## src/rtl/sdiv_iter_core.sv

```systemverilog
// Sequential non-restoring unsigned divider: 2W-bit dividend magnitude by W-bit
// divisor magnitude, one quotient bit per clock through a shared add/sub path.
module sdiv_iter_core #(
  parameter int W  = 32,
  parameter int CW = 6
) (
  input  logic           clk,
  input  logic           reset,
  input  logic           start,
  input  logic [2*W-1:0] dd_mag,
  input  logic [W-1:0]   dv_mag,
  output logic           busy,
  output logic           done,
  output logic [W-1:0]   quot,
  output logic [W-1:0]   rema,
  output logic           div_by_zero,
  output logic           overflow,
  output logic [1:0]     state_dbg
);

  // Handshake: start is accepted only in IDLE; busy covers RUN and FIX; done is a
  // one-cycle pulse in DONE with results and flags held until the next acceptance.
  localparam logic [1:0] S_IDLE = 2'd0;
  localparam logic [1:0] S_RUN  = 2'd1;
  localparam logic [1:0] S_FIX  = 2'd2;
  localparam logic [1:0] S_DONE = 2'd3;

  logic [1:0]    state;
  logic [CW-1:0] cnt;
  logic [W:0]    r;
  logic [W-1:0]  q;
  logic [W-1:0]  d;

  logic [W:0]    d_ext;
  logic [W:0]    r_sh;
  logic [W:0]    r_step;
  logic [W:0]    r_fix;
  logic          hi_ge_dv;

  assign state_dbg = state;
  assign d_ext     = {1'b0, d};
  assign hi_ge_dv  = (dd_mag[2*W-1:W] >= dv_mag);

  always_comb begin
    r_sh   = {r[W-1:0], q[W-1]};
    // Sign of the previous partial remainder picks subtract or add-back.
    r_step = r[W] ? (r_sh + d_ext) : (r_sh - d_ext);
    r_fix  = r[W] ? (r + d_ext) : r;
  end

  always_ff @(posedge clk or posedge reset) begin
    if (reset) begin
      state       <= S_IDLE;
      cnt         <= '0;
      r           <= '0;
      q           <= '0;
      d           <= '0;
      busy        <= 1'b0;
      done        <= 1'b0;
      quot        <= '0;
      rema        <= '0;
      div_by_zero <= 1'b0;
      overflow    <= 1'b0;
    end else begin
      case (state)
        S_IDLE: begin
          done <= 1'b0;
          if (start) begin
            div_by_zero <= 1'b0;
            overflow    <= 1'b0;
            d           <= dv_mag;
            if (dv_mag == '0) begin
              quot        <= '1;
              rema        <= dd_mag[W-1:0];
              div_by_zero <= 1'b1;
              done        <= 1'b1;
              state       <= S_DONE;
            end else if (hi_ge_dv) begin
              // Quotient would need more than W bits.
              quot     <= '1;
              rema     <= '0;
              overflow <= 1'b1;
              done     <= 1'b1;
              state    <= S_DONE;
            end else begin
              r     <= {1'b0, dd_mag[2*W-1:W]};
              q     <= dd_mag[W-1:0];
              cnt   <= '0;
              busy  <= 1'b1;
              state <= S_RUN;
            end
          end
        end
        S_RUN: begin
          r   <= r_step;
          q   <= {q[W-2:0], ~r_step[W]};
          cnt <= cnt + 1'b1;
          if (cnt == CW'(W - 1)) begin
            state <= S_FIX;
          end
        end
        S_FIX: begin
          r     <= r_fix;
          quot  <= q;
          rema  <= r_fix[W-1:0];
          busy  <= 1'b0;
          done  <= 1'b1;
          state <= S_DONE;
        end
        default: begin
          done  <= 1'b0;
          state <= S_IDLE;
        end
      endcase
    end
  end

endmodule

```

## config.mk

```make
export PLATFORM = sky130hd
export DESIGN_NAME = sdiv_iter_core
export DESIGN_NICKNAME = d
export VERILOG_FILES = /design/src/rtl/sdiv_iter_core.sv
export SDC_FILE = /design/constraint.sdc
export NUM_CORES = 1
export LEC_CHECK = 0
export ABC_AREA = 1
export CELL_PAD_IN_SITES_DETAIL_PLACEMENT = 1
export CELL_PAD_IN_SITES_GLOBAL_PLACEMENT = 1
export CORE_MARGIN = 2
export CORE_UTILIZATION = 37
export DETAILED_ROUTE_END_ITERATION = 8
export HOLD_SLACK_MARGIN = 0.06
export PLACE_DENSITY = 0.91
export SYNTH_ARGS = -nofsm -noshare
export SYNTH_HDL_FRONTEND = slang
export SYNTH_SLANG_ARGS = --single-unit
```

## constraint.sdc

```tcl
create_clock -name clk -period 6.2 [get_ports clk]
set_clock_uncertainty 0.05 [all_clocks]
set_input_delay 1.86 -clock clk [delete_from_list [all_inputs] [get_ports clk]]
set_output_delay 1.86 -clock clk [all_outputs]
set_load 0.02 [all_outputs]
```

; ---- Word-level counts from Yosys, hierarchy flattened
; Cells that the tools add are included.
; Widths: inputs -> output; s select.
[word_totals]
register_bits = 173
romBits = 0
memories = 0
ram_bits = 0
latchBits = 0
elab_cells = 73
out_inout_bits = 70
[classes]
reduce_logical = 11
n_bitwise = 1
n_mux = 37
shift = 0
multipliers = 0
order_cmp = 1
n_addsub = 4
n_div = 0
eq_ne = 8
[op_table]
columns = operator, n
row1 = $mux 32, 9
row2 = $pmux 32 s2, 3
row3 = $mux 33, 5
row4 = $pmux 33 s3, 1
row5 = $add 33x32->33, 2
row6 = $sub 33x32->33, 1
row7 = $ge 32x32->1, 1
row8 = $logic_not 32->1, 1
row9 = $mux 6, 3
row10 = $pmux 6 s2, 1
row11 = $reduce_and 4->1, 3
row12 = $mux 1, 8
row13 = $mux 2, 4
row14 = $ne 2x2->1 const B, 4
row15 = $add 6x1->6 const B, 1
row16 = $eq 6x5->1 const B, 1
row17 = $pmux 2 s3, 1
row18 = $reduce_and 2->1, 2
row19 = $reduce_bool 2->1, 2
row20 = $ne 3x3->1 const B, 1
row21 = $pmux 1 s3, 1
row22 = $reduce_and 3->1, 1
row23 = $reduce_bool 3->1, 1
row24 = $eq 2x1->1 const B, 1
row25 = other kinds (4), 4

; ---- Logic depth before layout (Yosys ltp)
; Gate-level depths: netlist (run 1).
[logic_depth]
depth_word = 5
depth_mapped = 27
depth_no_buf = 27

; ---- Worst setup path before layout (run 1)
; OpenSTA, ideal clock, no wires.
[synth_timing]
path_type = input to register
from = in dv_mag[27]
to = reg q[1]
arrival_ns = 3.368
n_path_buf = 2
required_time_ns = 6.029
cell_stages = 14
slack_ns = 2.662
path_cell_list = inv_1 > ha_1 > nand4_1 > or2_1 > a21oi_1 > nor2_1 > nand3_2 > nand2_4 > nand2_4 > inv_4 > buf_6 > buf_6 > nand2_1 > o21ai_1
[synth_between]
elab_chain_len = 3
elab_cells_between_ends = 5
cone_classes = 1 x order compare / 2 x eq/ne / 2 x reduce/logical
[synth_lines]
columns = element, line_no
row1 = start: declaration, 11  ; input logic [W-1:0] dv_mag,
row2 = $ge 32x32->1 / $logic_not 32->1 (equally long branches), "42, 72"
row3 = $ne 2x2->1 (no source line), n/a
row4 = $reduce_and 4->1 (no source line) (*), n/a
row5 = end signal: assignment, 87  ; q <= dd_mag[W-1:0];
row6 = end signal: assignment, 96  ; q <= {q[W-2:0], ~r_step[W]};
row7 = end: declaration, 31  ; logic [W-1:0] q;
; Mark *: on every way between the ends. The rest lies on a longest branch, timed or not.
; A chain may end at the register's enable or synchronous reset.

; ---- Final worst setup path (run 1)
[layout_timing]
from = in dv_mag[15]
to = reg rema[8]
[layout_between]
elab_chain_len = 4
elab_cells_between_ends = 7
cone_classes = 1 x order compare / 1 x eq/ne / 3 x mux / 2 x reduce/logical
[layout_lines]
columns = element, line_no
row1 = "parallel branches: the longest is 4 deep, another holds $ge 32x32->1", n/a
row2 = end signal: assignment, 74  ; rema <= dd_mag[W-1:0];
row3 = end signal: assignment, 105  ; rema <= r_fix[W-1:0];
row4 = end: declaration, 15  ; output logic [W-1:0] rema,
; Several ways; the timed one is not identified. The select of a mux whose other input is x is not followed.

==> qor.yml, run 1 <==
syn_nets: 2739
critPathSlowestCell: "nand2_2"
ys_seq_area_share_pct: 28.2
cts-root-buf: "clkbuf_16"
die_h_um: 208
cts_tree: "yes"
rsz0062_at_grt: "false"
synthSimpleGateAreaFrac_pct: 38.3
clockBufferDepth: 2
drcViolationCount: 0
min_period_ns: 4.94
wire_per_inst_um: 19.7
grt_pass1_vias: 17900
place.gp.congestion: 0.932
path_cells: "clkdlybuf4s50_1 -> inv_1 -> ha_1 -> nand2_1 -> nor2_1 -> nand2_1 -> nor2_1 -> nand2_1 -> nand4_1 -> nand3_2 -> nand2_2 -> nand2_1 -> nand2_1"
synth-seq-cells: 173
cts_buffers: 17
final_util_pct: 44.1
hold_viol: 0
drv_cap: 0
peakVddDrop_v: 0.000324
insertion_delay_ns: 0.47
worstRegToRegCells: 23
p_per_area_nw_per_um2: 642
start_util_pct: 37.5
power.leakage_nw: 9.72
gr-total-overflow: 0
postSynthCellCount: 2536
r2r-start: "d[1]"
worst_pin_slew_ns: 1.35
worst-path-stages: 13
synth_cell_types: 45
vias: 17400
max_stage_delay_ns: 0.97
synth_top_family_by_area: "simple AND/OR/NAND/NOR gates"
syn_to_final_growth_pct: 17.5
critPathLaunchType: "input pin"
crit_family: "simple AND/OR/NAND/NOR gates"
clock.fmax_ghz: 0.203
end_kind: "flop"
cts_setup_buffers: 0
pin_count: 169
worstHoldStart: "busy"
crit_top_cell: "nand2_1"
postRouteAntennaNets: 0
io_buffers: 168
hold_end: "busy"
syn_avg_cell_area_um2: 6.06
drt_pass1_iterations: 5
via_per_inst: 5.43
drt_iter0_markers: 1177
worst-path-buf-inv: 2
cts_resized: 0
track_usage_pct: 29.0
critical_path_class: "in2reg"
synth_mux_area_share_pct: 0
antenna_found_initial: 1
die_width_um: 208
worstPathMaxFanout: 64
clk_pin_slew_worst_paths_ns: 0.08
r2r-end: "r[28]"
synth_xor_area_share_pct: 1.88
drive_above_1_share_pct: 3.34
cts_hold_buf: 0
min_path_type: "reg2reg"
fin_crit_sh_pct: 79.6
setup_viol: 0
htree_levels: 4
cp.arrival_ns: 5.29
wirelength_um: 62900
synth_fa_ha_area_share_pct: 8.57
slew_violations: 0
fin_tns_setup_ns: 0
rrSetupSlack_ns: 1.70
synth_compound_area_share_pct: 10.6
status: "finished clean"
syn_area_um2: 15400
rows: 74
n_antenna_cell: 0
die_area_um2: 43200
dp_hpwl_um: 48800
holdPathStages: 2
grt_pass1_wl_um: 98800
grt_max_degree: 174
cts.sinks: 173
coreArea_um2: 40900
maxSlewHeadroom_pct: 10.0
critPathRequiredTime_ns: 6.56
yosys_warnings: 0
final_nets: 2858
[cell type report]
class	instances	area (um^2)
multi-input cells	1880	9140
clock buffers	17	425
inverters	404	1520
well taps	532	666
fillers	5598	22900
clock inverters	15	201
flip-flops and latches	173	4330
repair buffers	179	1780
[synth_stat cells (all sizes together)]
| cell | instances | share of area (%) |
|---|---|---|
| o22ai | 1 | 0.041 |
| a22o | 1 | 0.057 |
| xnor2 | 10 | 0.57 |
| a31oi | 6 | 0.24 |
| clkinv | 1 | 0.024 |
| a21o | 5 | 0.24 |
| nand2 | 919 | 23 |
| o221ai | 2 | 0.11 |
| nor4 | 2 | 0.081 |
| xor2 | 23 | 1.3 |
| or2 | 21 | 0.86 |
| nand3 | 207 | 6.8 |
| a22oi | 1 | 0.049 |
| a21oi | 89 | 2.9 |
| buf | 31 | 1.4 |
| nand4 | 34 | 1.4 |
| o21ai | 193 | 6.4 |
| and2 | 6 | 0.24 |
| a2111oi | 1 | 0.057 |
| nand3b | 4 | 0.20 |
| inv | 403 | 9.9 |
| dfrtp | 173 | 28 |
| o21bai | 7 | 0.34 |
| o211ai | 1 | 0.049 |
| fa | 2 | 0.26 |
| or3 | 1 | 0.041 |
| nor3 | 15 | 0.55 |
| ha | 102 | 8.3 |
| o21a | 1 | 0.049 |
| nor2 | 226 | 5.6 |
| clkbuf | 48 | 1.2 |
[metal layers]
layer	wire length (um)	up-vias	share of wire [%]	track usage (%)
met5	11	-	0.017	0
met4	2600	2	4.1	12.8
met2	28800	642	46	47.5
met3	4110	147	6.5	4.28
li1	-	8164	-	-
met1	27400	8431	43	38.0
[cell usage in the layout, fill, tap and decap left out, types with 23 or more instances in the layout]
master             n
nand2_1          914
ha_1             100
nor2_1           224
inv_1            399
a21oi_1           87
xor2_1            23
clkdlybuf4s50_1  168
dfrtp_1          173
o21ai_0          180
nand3_1          204
nand4_1           34
[report_power, final]
group	internal [mW]	switching, mW
combinational	2.59	5.53
clock	0.617	0.574
sequential	1.64	0.650
total	4.84	6.75
[how the worst max path moves through the flow]
stage	start	to	slack [ns]
final	dv_mag[15]	rema[8]	1.26
after global routing	dv_mag[15]	rema[3]	1.12
after CTS	dv_mag[15]	rema[3]	1.36
after detailed placement	dv_mag[15]	quot[16]	0.89
after global placement	dv_mag[15]	quot[8]	1.01
after floorplan	reset	busy	2.08
[registers in the layout, indices dropped and copies added (netlist names)]
register	cells
cnt	6
overflow	1
quot	32
div_by_zero	1
state_dbg	2
d	32
done	1
q	32
busy	1
r	33
rema	32
[cell families after synthesis]
group                    count (synthesis)
flip-flops                             173
XOR/XNOR                                33
buffers and inverters                  483
AND/OR/NAND/NOR                       1435
AO/OA/AOI/OAI                          308
adder cells (fa/ha/maj)                104
[stage by stage]
step / cells / hold slack, ns / power, mW / setup WS [ns] / cell area (um^2)
2_1_floorplan: 2536 / 0.413 / 7.57 / 2.08 / 15400
3_3_place_gp: 3168 / 0.440 / 9.84 / 1.01 / 17400
3_5_place_dp: 3168 / 0.448 / 10.2 / 0.892 / 17400
4_1_cts: 3200 / 0.469 / 11.5 / 1.36 / 18100
5_1_grt: 3200 / 0.503 / 12.7 / 1.12 / 18100
6_report: 3200 / 0.462 / 11.6 / 1.26 / 18100
[worst min-delay path: stages, from the launching register on]
cell	delay (ns)
dfrtp_1	0.37
nand2_1	0.07
nand2_1	0.05
(Power assumes the default switching activity.)
==> run 2: changes to the inputs <==
Clock period 6.2 ns to 4.4 ns, I/O delays scaled along.
==> run 2 against run 1 <==
Critical path depth rose by 7; power rose by 43%; combinational power rose by 44%; hold slack got worse by 0.010 ns; first-iteration DRC count fell by 2.3%; critical endpoint is now r[30]; critical path type is now reg2reg; die area did not move; cell count rose by 0.59%; core utilization rose by 0.52 points; sequential power rose by 40%; global-route usage rose by 0.31 points; clock power rose by 42%.
==> qor.yml, run 2 (synthesis gave the netlist of run 1 again) <==
crit_family: "simple AND/OR/NAND/NOR gates"
maxSlewHeadroom_pct: 24.3
critPathLaunchType: "flop"
critical_path_class: "reg2reg"
rows: 74
r2r-end: "r[30]"
die_area_um2: 43200
critPathSlowestCell: "dfrtp_1"
clockBufferDepth: 2
grt_pass1_vias: 18100
cts_hold_buf: 0
min_path_type: "reg2reg"
vias: 17500
hold_ws_ns: 0.452
status: "finished clean"
layout_common_cells: "914 x nand2_1, 399 x inv_1, 221 x nor2_1"
p_per_area_nw_per_um2: 908
drv_cap: 0
slew_violations: 0
drt_iter0_markers: 1150
final_util_pct: 44.6
gr-total-overflow: 0
max_stage_delay_ns: 0.45
cp.arrival_ns: 4.46
min_period_ns: 4.16
end_kind: "flop"
start_util_pct: 37.5
coreArea_um2: 40900
cts_tree: "yes"
place.gp.congestion: 0.946
die_width_um: 208
clock.fmax_ghz: 0.241
worstRegToRegCells: 20
htree_levels: 4
r2r-start: "d[0]"
drcViolationCount: 0
drt_pass1_iterations: 6
hold_viol: 0
crit_top_cell: "nand2_1"
worstPathMaxFanout: 6
dp_hpwl_um: 49600
rrSetupSlack_ns: 0.24
cts-root-buf: "clkbuf_16"
via_per_inst: 5.43
peakVddDrop_v: 0.000422
cts.sinks: 173
setup_viol: 0
insertion_delay_ns: 0.48
cts_setup_buffers: 0
top_register: "r"
track_usage_pct: 29.3
worst-path-buf-inv: 1
layout_commonest_cell: "nand2_1"
wire_per_inst_um: 19.8
grt_pass1_wl_um: 100000
io_buffers: 168
cts_buffers: 17
antenna_found_initial: 1
syn_to_final_growth_pct: 18.9
clk_pin_slew_worst_paths_ns: 0.08
pin_count: 169
path_cells: "inv_1 -> ha_1 -> nand3_1 -> nor2_2 -> nand2_1 -> or3_1 -> o21ai_1 -> xor2_1 -> ha_1 -> nand2_1 -> nor2_1 -> nand2_1 -> nor3_1 -> nand2_1 -> nand2_1 -> nand2_1 -> nand3_1 -> nand3_1 -> nand2_1 -> nand2_1"
holdPathStages: 2
die_h_um: 208
final_nets: 2876
drive_above_1_share_pct: 4.17
largest_register_ffs: 33
grt_max_degree: 107
power.leakage_nw: 9.84
postRouteAntennaNets: 0
wirelength_um: 63700
worstHoldStart: "busy"
hold_end: "busy"
worst_pin_slew_ns: 1.13
cts_resized: 0
fin_crit_sh_pct: 94.5
critPathRequiredTime_ns: 4.71
[run 2: changes by cell type in the layout (fill, tap and decap cells not counted)]
cell / change
clkinv_8: -2
clkbuf_8: +2
a21oi_2: +1
nor2_2: +3
diode_2: +1
inv_6: +1
nor3_2: +1
clkinv_4: -1
buf_12: +5
a21oi_1: -1
nor2_1: -3
buf_4: +13
nor3_1: -1
[run 2: how the worst max path moves through the flow]
| stage | slack, ns | cells past startpoint | end | startpoint |
|---|---|---|---|---|
| 6_report | 0.24 | 20 | r[30] | d[0] |
| 5_1_grt | -0.04 | 23 | r[32] | d[0] |
| 4_1_cts | 0.22 | 25 | r[32] | d[0] |
| 3_5_place_dp | 0.19 | 14 | q[14] | dv_mag[11] |
| 3_3_place_gp | 0.32 | 14 | quot[4] | dv_mag[11] |
| 2_1_floorplan | 0.82 | 1 | busy | reset |
[run 2: through the flow]
step           total power [mW]  instance area (um^2)  setup TNS [ns]  cells  setup WS [ns]
2_1_floorplan              10.7                 15400               0   2536          0.819
4_1_cts                    16.4                 18200               0   3218          0.217
3_3_place_gp               14.0                 17600               0   3186          0.323
6_report                   16.6                 18300               0   3219          0.243
5_1_grt                    18.1                 18300         -0.0396   3218        -0.0396
3_5_place_dp               14.6                 17600               0   3186          0.195
[run 2: per-layer routing]
| metal | vias to the layer above | GRT usage (%) | share of wire, % |
|---|---|---|---|
| li1 | 8187 | - | - |
| met1 | 8599 | 39.1 | 44 |
| met2 | 559 | 48.3 | 46 |
| met3 | 122 | 3.96 | 5.8 |
| met4 | 0 | 11.0 | 3.6 |
| met5 | - | 0 | 0 |
[run 2: where the power goes]
group          switching, mW  leakage [nW]  internal, mW
Combinational           7.89          7.37          3.80
Sequential             0.906          2.17          2.31
Clock                  0.797         0.300         0.893
[run 2: worst register-to-register path: cells and delay by family, from the launching register on]
family / cells / cell delay (ns)
flops: 1 / 0.45
compound gates: 1 / 0.26
buf+inv: 1 / 0.09
simple gates: 15 / 2.42
xor+xnor: 1 / 0.14
fa+ha+maj: 2 / 0.63
[run 2: final cells by class]
cell class                      instances  area (um^2)
Antenna cell                            1         2.50
Clock buffer                           19          453
Clock inverter                         13          169
Fill cell                            5525        22700
Inverter                              404         1520
Multi-Input combinational cell       1880         9150
Sequential cell                       173         4330
Tap cell                              532          666
Timing Repair Buffer                  197         1970
==> run 3: changes to the inputs <==
Settings changed: PLACE_DENSITY 0.91 to 0.84.
Clock period 4.4 ns to 3.6 ns, I/O delays scaled along.
==> run 3 against run 2 <==
Core utilization is 4.8 points higher; die area did not move; non-clock buffer count increased by 148; setup slack lost 0.28 ns; routed wire length increased by 6.2%; via count up 2.9%; the run now ends with negative setup slack left; first-iteration DRC count is 12% lower; clock power increased by 20%; largest power group unchanged; power rose by 40%; register-to-register slack worse by 0.28 ns.
==> qor.yml, run 3 (synthesis gave the netlist of run 1 again) <==
insertion_delay_ns: 0.45
min_path_type: "reg2reg"
rsz0062_at_grt: "true"
clockBufferDepth: 2
min_period_ns: 3.64
critPathSlowestCell: "dfrtp_1"
place.gp.congestion: 0.971
htree_levels: 4
top_register: "r"
via_per_inst: 5.34
final_nets: 3024
status: "complete, but fails checks"
layout_common_cells: "865 x nand2_1, 390 x inv_1, 198 x nor2_1"
io_buffers: 168
slew_violations: 0
critPathRequiredTime_ns: 3.88
largest_register_ffs: 33
final_util_pct: 49.4
clock.fmax_ghz: 0.275
drcViolationCount: 0
rows: 74
drive_above_1_share_pct: 14.5
worstPathMaxFanout: 5
setup_viol: 3
hold_viol: 0
start_util_pct: 37.5
cts_tree: "yes"
max_stage_delay_ns: 0.41
grt_pass1_vias: 18800
power.leakage_nw: 10.7
wirelength_um: 67600
die_h_um: 208
worst_pin_slew_ns: 1.09
wire_per_inst_um: 20.1
end_kind: "flop"
track_usage_pct: 30.4
grt_max_degree: 90
syn_to_final_growth_pct: 31.7
vias: 18000
pin_count: 169
cts.sinks: 173
die_width_um: 208
drt_pass1_iterations: 5
cp.arrival_ns: 3.92
path_cells: "buf_6 -> nor3_4 -> nand3_2 -> nor3_2 -> buf_4 -> nand3_4 -> nand2_4 -> nand2_2 -> a21oi_2 -> xor2_1 -> ha_1 -> a21oi_1 -> nand2_1 -> inv_1 -> nand2_2 -> nand2_2 -> nand2_2 -> a21oi_1 -> nand2_1 -> nand3_2 -> nand2_1 -> nand3_1 -> nand2_1"
placed_cell_area_um2: 18700
p_per_area_nw_per_um2: 1150
antenna_found_initial: 0
critical_path_class: "reg2reg"
maxSlewHeadroom_pct: 27.0
layout_commonest_cell: "nand2_1"
setup_ws_ns: -0.0403
n_antenna_cell: 0
dp_hpwl_um: 52600
cts-root-buf: "clkbuf_16"
dp_slack_ns: -0.253
design_area_um2: 20200
gr-total-overflow: 0
peakVddDrop_v: 0.000659
crit_family: "simple AND/OR/NAND/NOR gates"
clk_pin_slew_worst_paths_ns: 0.07
coreArea_um2: 40900
critPathLaunchType: "flop"
grt_pass1_wl_um: 104000
fin_crit_sh_pct: 101
worst-path-buf-inv: 3
violations: "negative setup slack"
postRouteAntennaNets: 0
drv_cap: 0
drt_iter0_markers: 1015
die_area_um2: 43200
cts_buffers: 17
==> run 3: cell count changes in the layout (fill, tap and decap cells not counted), sizes merged <==
cell / before / now
buf: 29 / 177
bufinv: 2 / 3
clkbuf: 19 / 18
clkinv: 3 / 4
clkinvlp: 3 / 2
diode: 1 / 0
inv: 409 / 408
==> run 3: path summary, 6_finish.rpt <==
check / start / end / slack [ns] / depth (start not counted)
worst min register to register: busy / busy / 0.43 / 2
worst max-delay path: d[0] / r[32] / -0.04 / 23
max in group asynchronous: reset / q[6] / 1.78 / 3
worst min-delay path: busy / busy / 0.43 / 2
min in group asynchronous: reset / r[4] / 1.03 / 2
worst max register to register: d[0] / r[32] / -0.04 / 23
==> run 3: where the power goes <==
part	leakage (nW)	total (mW)	internal [mW]	switching (mW)
logic	8.27	17.4	6.30	11.1
clock network	0.302	2.03	1.13	0.899
registers	2.17	3.81	2.82	0.986
==> run 3: repair_timing <==
item                                    4_1_cts  5_1_grt
pin swaps                                    11       63
resized for setup                            24      192
endpoints found under the setup margin       16       27
endpoints found under the hold margin         0        0
hold buffers                                  0        0
buffers inserted                              2       13
==> run 3: per-stage QoR <==
stage | power (mW) | TNS, ns | std cells | hold WS, ns
finish | 23.3 | -0.0594 | 3365 | 0.432
global route | 25.2 | -2.45 | 3365 | 0.466
CTS | 21.5 | -0.0785 | 3352 | 0.439
detailed placement | 19.1 | -21.68 | 3319 | 0.420
global placement | 18.5 | -15.69 | 3319 | 0.416
floorplan | 13.0 | 0 | 2536 | 0.413
==> run 3: routing by layer <==
layer / wire (um) / global-route usage, %
met5: 0 / 0
met4: 2420 / 11.4
met3: 3650 / 3.43
met2: 32000 / 50.9
met1: 29600 / 40.2
==> run 3: worst register-to-register path, delay by kind of cell (launching register included) <==
family	cells	cell delay (ns)
buffers and inverters	3	0.41
xor gates and xnor gates	1	0.21
DFF	1	0.41
AOI/OAI and AO/OA	3	0.59
and+or+nand+nor	15	1.52
adders and majority gates	1	0.34
==> run 3: cell type report <==
class                   instances  area (um^2)
well taps                     532          666
multi-input cells            1880         9930
inverters                     404         1530
fillers                      5477        20700
clock inverters                13          178
repair buffers                345         3170
flip-flops and latches        173         4330
clock buffers                  18          439
